--- config.mk ---
export PLATFORM = sky130hd
export DESIGN_NAME = branch_cmp_pipe
export DESIGN_NICKNAME = d
export VERILOG_FILES = /design/src/rtl/cmp_pkg.sv /design/src/rtl/cmp_chunk.sv /design/src/rtl/branch_cmp_pipe.sv
export SDC_FILE = /design/constraint.sdc
export NUM_CORES = 1
export LEC_CHECK = 0
export ABC_CLOCK_PERIOD_IN_PS = 2100
export CORE_MARGIN = 8
export CORE_UTILIZATION = 53
export CTS_CLUSTER_SIZE = 25
export DETAILED_ROUTE_END_ITERATION = 10
export PLACE_DENSITY = 0.77
export SLEW_MARGIN = 20
export SYNTH_ARGS = -nofsm -noshare
export SYNTH_HDL_FRONTEND = slang
export SYNTH_SLANG_ARGS = --single-unit
--- constraint.sdc ---
create_clock -name clk -period 2.1 [get_ports clk]
set_input_delay 0.525 -clock clk [delete_from_list [all_inputs] [get_ports clk]]
set_output_delay 0.525 -clock clk [all_outputs]
set_load 0.1 [all_outputs]
--- src/rtl/cmp_pkg.sv ---
// Shared definitions for the chunked branch-condition comparator:
// condition codes, per-stage state bundle and small decode helpers.
package cmp_pkg;

  localparam int OP_W = 4;

  localparam logic [OP_W-1:0] OP_EQ  = 4'd0;
  localparam logic [OP_W-1:0] OP_NE  = 4'd1;
  localparam logic [OP_W-1:0] OP_LT  = 4'd2;
  localparam logic [OP_W-1:0] OP_GE  = 4'd3;
  localparam logic [OP_W-1:0] OP_LTU = 4'd4;
  localparam logic [OP_W-1:0] OP_GEU = 4'd5;
  localparam logic [OP_W-1:0] OP_LTZ = 4'd6;
  localparam logic [OP_W-1:0] OP_GTZ = 4'd7;
  localparam logic [OP_W-1:0] OP_LEZ = 4'd8;
  localparam logic [OP_W-1:0] OP_GEZ = 4'd9;

  typedef struct packed {
    logic [OP_W-1:0] op;
    logic            decided;
    logic            lt;
  } stage_t;

  function automatic int nstage(input int width, input int chunk);
    return width / chunk;
  endfunction

  function automatic logic op_is_zero(input logic [OP_W-1:0] op);
    return op inside {OP_LTZ, OP_GTZ, OP_LEZ, OP_GEZ};
  endfunction

  // Everything outside this set, including the reserved codes, compares signed.
  function automatic logic op_is_unsigned(input logic [OP_W-1:0] op);
    return op inside {OP_EQ, OP_NE, OP_LTU, OP_GEU};
  endfunction

  function automatic logic cond_taken(input logic [OP_W-1:0] op,
                                      input logic            eq,
                                      input logic            lt);
    logic gt;
    logic taken;
    gt = !eq && !lt;
    case (op)
      OP_EQ:   taken = eq;
      OP_NE:   taken = !eq;
      OP_LT:   taken = lt;
      OP_GE:   taken = !lt;
      OP_LTU:  taken = lt;
      OP_GEU:  taken = !lt;
      OP_LTZ:  taken = lt;
      OP_GTZ:  taken = gt;
      OP_LEZ:  taken = lt || eq;
      OP_GEZ:  taken = !lt;
      default: taken = 1'b0;
    endcase
    return taken;
  endfunction

endpackage

--- src/rtl/cmp_chunk.sv ---
// One comparator slice: folds one operand chunk into the running
// decided/lt state; the first differing chunk (MSB side) wins.
module cmp_chunk #(
  parameter int CHUNK = 8
) (
  input  logic             prev_decided,
  input  logic             prev_lt,
  input  logic [CHUNK-1:0] a_chunk,
  input  logic [CHUNK-1:0] b_chunk,
  output logic             next_decided,
  output logic             next_lt
);

  always_comb begin
    next_decided = prev_decided;
    next_lt      = prev_lt;
    if (!prev_decided && (a_chunk != b_chunk)) begin
      next_decided = 1'b1;
      next_lt      = (a_chunk < b_chunk);
    end
  end

endmodule

--- src/rtl/branch_cmp_pipe.sv ---
// Pipelined branch-condition resolver: one CHUNK per stage, MSB chunk first,
// with valid/ready handshake, in-order tag, stall and flush.
module branch_cmp_pipe
  import cmp_pkg::*;
#(
  parameter int WIDTH = 32,
  parameter int CHUNK = 8,
  parameter int TAG_W = 5
) (
  input  logic             clk,
  input  logic             reset,
  input  logic             flush,
  input  logic             in_valid,
  output logic             in_ready,
  input  logic [WIDTH-1:0] in_a,
  input  logic [WIDTH-1:0] in_b,
  input  logic [OP_W-1:0]  in_op,
  input  logic [TAG_W-1:0] in_tag,
  output logic             out_valid,
  input  logic             out_ready,
  output logic             out_taken,
  output logic             out_eq,
  output logic             out_lt,
  output logic [TAG_W-1:0] out_tag
);

  localparam int NSTAGE = nstage(WIDTH, CHUNK);
  localparam int NREG   = (NSTAGE > 1) ? NSTAGE - 1 : 1;
  localparam logic [WIDTH-1:0] SIGN_BIT = WIDTH'(1) << (WIDTH - 1);

  if (((WIDTH % CHUNK) != 0) || (NSTAGE < 1)) begin : g_bad_chunk
    $error("branch_cmp_pipe: WIDTH must be a non-zero multiple of CHUNK");
  end

  logic             advance;
  logic [NSTAGE-1:0] vld_p;

  stage_t           st_p  [NREG];
  logic [TAG_W-1:0] tag_p [NREG];
  logic [WIDTH-1:0] a_p   [NREG];
  logic [WIDTH-1:0] b_p   [NREG];

  stage_t           sel_st  [NSTAGE];
  logic [TAG_W-1:0] sel_tag [NSTAGE];
  logic [WIDTH-1:0] sel_a   [NSTAGE];
  logic [WIDTH-1:0] sel_b   [NSTAGE];
  logic             nxt_dec [NSTAGE];
  logic             nxt_lt  [NSTAGE];

  logic [WIDTH-1:0] bias_mask;
  logic [WIDTH-1:0] b_src;
  logic             fin_eq;
  logic             fin_lt;
  logic             fin_taken;

  assign out_valid = vld_p[NSTAGE-1];
  assign advance   = !out_valid || out_ready;
  assign in_ready  = advance && !flush;

  // Stage 0 input: flipping the sign bit turns a signed compare into unsigned
  always_comb begin
    bias_mask = op_is_unsigned(in_op) ? '0 : SIGN_BIT;
    b_src     = op_is_zero(in_op) ? '0 : in_b;
  end

  always_comb begin
    sel_a[0]   = in_a ^ bias_mask;
    sel_b[0]   = b_src ^ bias_mask;
    sel_st[0]  = '{op: in_op, decided: 1'b0, lt: 1'b0};
    sel_tag[0] = in_tag;
    for (int k = 1; k < NSTAGE; k++) begin
      sel_a[k]   = a_p[k-1];
      sel_b[k]   = b_p[k-1];
      sel_st[k]  = st_p[k-1];
      sel_tag[k] = tag_p[k-1];
    end
  end

  for (genvar k = 0; k < NSTAGE; k++) begin : g_chunk
    cmp_chunk #(
      .CHUNK(CHUNK)
    ) u_chunk (
      .prev_decided(sel_st[k].decided),
      .prev_lt     (sel_st[k].lt),
      .a_chunk     (sel_a[k][WIDTH-1 -: CHUNK]),
      .b_chunk     (sel_b[k][WIDTH-1 -: CHUNK]),
      .next_decided(nxt_dec[k]),
      .next_lt     (nxt_lt[k])
    );
  end

  // Final stage: resolve the condition before it lands in the output register
  assign fin_eq    = !nxt_dec[NSTAGE-1];
  assign fin_lt    = nxt_lt[NSTAGE-1];
  assign fin_taken = cond_taken(sel_st[NSTAGE-1].op, fin_eq, fin_lt);

  always_ff @(posedge clk or posedge reset) begin
    if (reset) begin
      vld_p     <= '0;
      out_taken <= 1'b0;
      out_eq    <= 1'b0;
      out_lt    <= 1'b0;
      out_tag   <= '0;
    end else if (flush) begin
      vld_p <= '0;
    end else if (advance) begin
      vld_p[0] <= in_valid;
      for (int k = 1; k < NSTAGE; k++) begin
        vld_p[k] <= vld_p[k-1];
      end
      out_taken <= fin_taken;
      out_eq    <= fin_eq;
      out_lt    <= fin_lt;
      out_tag   <= sel_tag[NSTAGE-1];
    end
  end

  // Stage k -> k+1: the resolved chunk is shifted out so the next one sits at the top
  always_ff @(posedge clk) begin
    if (advance) begin
      for (int k = 0; k < NSTAGE - 1; k++) begin
        st_p[k]  <= '{op: sel_st[k].op, decided: nxt_dec[k], lt: nxt_lt[k]};
        tag_p[k] <= sel_tag[k];
        a_p[k]   <= sel_a[k] << CHUNK;
        b_p[k]   <= sel_b[k] << CHUNK;
      end
    end
  end

endmodule

==> metrics.cfg <==
[floorplanning]
num_rows = 37
start_util = 0.5429
floorplan.die.height_um = 118.6
die_w_um = 118.6
ios = 88
fp.coreArea_um2 = 10280
die_area_um2 = 14070

[status]
status = completed

[worst_setup_path]
crit_path_max_fo = 8
timing.rr.start = a_p[0][65]
startpoint_type = primary input
worst-r2r-setup-slack_ns = 0.26
cp.required_ns = 1.57
timing.critical_path.to_type = primary output
r2r_end = out_taken
worstPathCellList = clkdlybuf4s50_1, nand2b_4, nand2_8, inv_6, buf_12
worst-setup-path-type = primary input to primary output
cp_arrival_ns = 1.52
max_stage_delay_ns = 0.46
worst-r2r-cell-count = 6
cp_slowest_cell = sky130_fd_sc_hd__clkdlybuf4s50_1

[grt]
grt_first_pass_wirelength_um = 15050
first_global_vias = 3317
grt-ovfl-total = 0
grt_antenna_before_repair = 0
track_usage = 0.1348
grt_start_max_net_pins = 82

[clocking]
worstSkewPairLatency_ns = 0.50
clock-root-buffer = sky130_fd_sc_hd__clkbuf_8
cts-hold-fix-buffers = 0
cts.clk_slew.worst_paths_ns = 0.06
tritoncts = done
cts_made_buffers = 17
post_cts_buffers = 0
clock_sinks = 141
cts-htree-levels = 4
ctsLongestPathBuffers = 2

[sta]
totalNegativeSetupSlack_ns = 0
worstMarginPinSlew_ns = 0.4965
fmax_mhz = 488.9
clock-skew-final_ns = 0.008214
post-route-min-period_ns = 2.045
final-hold-violation-count = 0
hold-worst-slack_ns = 0.3257
final.setup.worst_slack_ns = 0.05468
setup-violations-final = 0
final_min_period_over_clock_period = 0.9740
rsz0062_at_grt = false
timing.final.max_slew_violations = 0
slew_headroom = 0.6655

[final_layout]
insertedDiodeCount = 0
fin_area_um2 = 7234
fill_cells = 701
layout-drive-gt1-share = 0.1211
area.growth.synth_to_final_pct = 29.67
finalNetCount = 576

[yosys]
fraction_of_the_mapped_netlist_area_in_compound_gates = 0.04351
avgSynthCellArea_um2 = 15.72
synth.ff_latch_count = 141
distinct_cell_type_count_after_synthesis = 38
synth_area_um2 = 5579
post_synth_inst_count = 355
yosys.area_share.xor_xnor = 0.003140
synth.yosys.seq_area_share = 0.7481
synth_fa_ha_area_frac = 0.07176
synthesis.yosys.warnings = 0
post_synthesis_simple_gate_area_fraction = 0.09554
mappedNetlistNets = 465
synthMuxAreaShare = 0.009643
synth_top_family_by_area = simple AND/OR/NAND/NOR gates

[worst_hold_path]
hold_class = primary input to asynchronous set/reset pin

[power_and_ir_drop]
static_leak_nw = 2.957
total_chip_power_w = 0.006584
power.density_cell_area_nw_per_um2 = 910.1
ir_worst_vdd_mv = 0.4761

[placement]
finalWeightedCongestion = 0.8363
place_ws_ns = -0.5582
hpwl_um = 6533
placedInstanceArea_um2 = 6724
port_buffers = 87

[route]
post_drt_wl_per_cell_um = 14.98
detailroute.via_count = 3075
firstDrtPassIters = 4
totalWireLength_um = 9211
via_per_inst = 5.000
detailedRoute.firstIterationViolations = 227
antenna_left = 0
drcViolationCount = 0

[run]
max_cap_viol_count = 0

[final cells by class]
| cell class | count | area (µm²) | area share |
|---|---|---|---|
| Clock inverter | 12 | 78.83 | 0.01090 |
| Timing Repair Buffer | 96 | 967.2 | 0.1337 |
| Inverter | 35 | 136.4 | 0.01885 |
| Multi-Input combinational cell | 175 | 1279 | 0.1768 |
| Tap cell | 136 | 170.2 | 0.02352 |
| Clock buffer | 20 | 425.4 | 0.05880 |
| Sequential cell | 141 | 4178 | 0.5775 |
[critical path, delay by kind of cell]
| kind | cells | cell delay (ns) |
|---|---|---|
| buf+inv | 3 | 0.69 |
| simple gates | 2 | 0.29 |
[how the worst max path moves through the flow]
stage,startpoint,end,cells after the start
floorplan,vld_p[3],in_ready,4
global placement,in_op[2],st_p[0][1],6
detailed placement,in_op[2],st_p[0][1],6
CTS,in_op[3],st_p[0][0],10
global route,vld_p[3],in_ready,4
finish,out_ready,in_ready,5
[cell usage after synthesis]
| master | number | area [µm²] |
|---|---|---|
| sky130_fd_sc_hd__edfxtp_1 | 129 | 3874 |
| sky130_fd_sc_hd__inv_1 | 34 | 127.6 |
| sky130_fd_sc_hd__ha_1 | 32 | 400.4 |
| sky130_fd_sc_hd__nand2_1 | 28 | 105.1 |
| sky130_fd_sc_hd__and2_1 | 26 | 162.7 |
| sky130_fd_sc_hd__a21oi_1 | 13 | 65.06 |
| sky130_fd_sc_hd__dfrtp_1 | 12 | 300.3 |
| sky130_fd_sc_hd__nor2_1 | 11 | 41.29 |
| sky130_fd_sc_hd__o21ai_0 | 11 | 55.05 |
| sky130_fd_sc_hd__nand4_1 | 7 | 43.79 |
| sky130_fd_sc_hd__a21o_1 | 5 | 37.54 |
| sky130_fd_sc_hd__nor2b_1 | 4 | 25.02 |
| sky130_fd_sc_hd__or3_1 | 4 | 25.02 |
| sky130_fd_sc_hd__clkbuf_1 | 3 | 11.26 |
| sky130_fd_sc_hd__mux2_2 | 3 | 33.78 |
| sky130_fd_sc_hd__nand2b_1 | 3 | 18.77 |
| sky130_fd_sc_hd__o21a_1 | 3 | 22.52 |
| sky130_fd_sc_hd__a211oi_1 | 2 | 15.01 |
| sky130_fd_sc_hd__mux2i_1 | 2 | 20.02 |
| sky130_fd_sc_hd__nor3_1 | 2 | 10.01 |
| sky130_fd_sc_hd__or2_2 | 2 | 12.51 |
| sky130_fd_sc_hd__or4b_1 | 2 | 20.02 |
| sky130_fd_sc_hd__xnor2_1 | 2 | 17.52 |
| sky130_fd_sc_hd__a31o_2 | 1 | 8.760 |
| sky130_fd_sc_hd__a31oi_1 | 1 | 6.260 |
| sky130_fd_sc_hd__buf_8 | 1 | 15.01 |
| sky130_fd_sc_hd__inv_2 | 1 | 3.750 |
| sky130_fd_sc_hd__nand2_8 | 1 | 20.02 |
| sky130_fd_sc_hd__nand3_1 | 1 | 5.000 |
| sky130_fd_sc_hd__nand4_2 | 1 | 12.51 |
| sky130_fd_sc_hd__nand4b_1 | 1 | 8.760 |
| sky130_fd_sc_hd__nor3b_1 | 1 | 7.510 |
| sky130_fd_sc_hd__nor4_1 | 1 | 6.260 |
| sky130_fd_sc_hd__o21bai_1 | 1 | 7.510 |
| sky130_fd_sc_hd__o221ai_1 | 1 | 8.760 |
| sky130_fd_sc_hd__o311ai_0 | 1 | 8.760 |
| sky130_fd_sc_hd__o31ai_1 | 1 | 7.510 |
| sky130_fd_sc_hd__or2b_2 | 1 | 8.760 |
[registers in the layout, summed over array words and instances, names as in the netlist]
signal / count
a_p: 48
b_p: 48
st_p: 18
tag_p: 15
out_tag: 5
vld_p: 4
out_eq: 1
out_lt: 1
out_taken: 1
[through the flow]
step,utilization,std cells
finish,0.7039,615
global route,0.7039,615
CTS,0.7032,615
detailed placement,0.6542,583
global placement,0.6542,583
floorplan,-,355
[where the power goes]
group          leakage [nW]  internal [W]  switching, W
logic                  1.19      0.000321      0.000385
clock network         0.245       0.00153      0.000986
registers              1.53       0.00329     0.0000698
[layer usage]
layer / up-vias / GRT usage / share of wire
met5: - / 0 / 0
met4: 0 / 0.05455 / 0.014
met3: 13 / 0.05759 / 0.072
met2: 103 / 0.2201 / 0.48
met1: 1437 / 0.1538 / 0.43
li1: 1522 / - / -
[repair_timing]
action	in CTS	in global routing
endpoints found under the setup margin	1	2
pin swaps	0	0
gates resized for setup	1	3
[cells by family after synthesis]
group                    after synthesis
AND/OR/NAND/NOR                       96
AO/OA/AOI/OAI                         40
buffers and inverters                 39
flip-flops                           141
adder cells (fa/ha/maj)               32
XOR/XNOR                               2
multiplexers                           5
[cells in the final DEF (no fill, tap or decap), types with 3 or more instances in the layout]
cell type,instances
sky130_fd_sc_hd__a21o_1,5
sky130_fd_sc_hd__a21oi_1,12
sky130_fd_sc_hd__and2_1,25
sky130_fd_sc_hd__buf_12,4
sky130_fd_sc_hd__buf_4,15
sky130_fd_sc_hd__clkbuf_1,3
sky130_fd_sc_hd__clkbuf_16,16
sky130_fd_sc_hd__clkdlybuf4s50_1,74
sky130_fd_sc_hd__clkinv_1,7
sky130_fd_sc_hd__clkinv_2,3
sky130_fd_sc_hd__dfrtp_1,11
sky130_fd_sc_hd__edfxtp_1,129
sky130_fd_sc_hd__ha_1,31
sky130_fd_sc_hd__inv_1,34
sky130_fd_sc_hd__mux2_2,3
sky130_fd_sc_hd__nand2_1,28
sky130_fd_sc_hd__nand4_1,7
sky130_fd_sc_hd__nor2_1,9
sky130_fd_sc_hd__nor2b_1,4
sky130_fd_sc_hd__o21a_1,3
sky130_fd_sc_hd__o21ai_0,11
sky130_fd_sc_hd__or3_1,4
No activity file was read; power rests on OpenSTA's default activity.
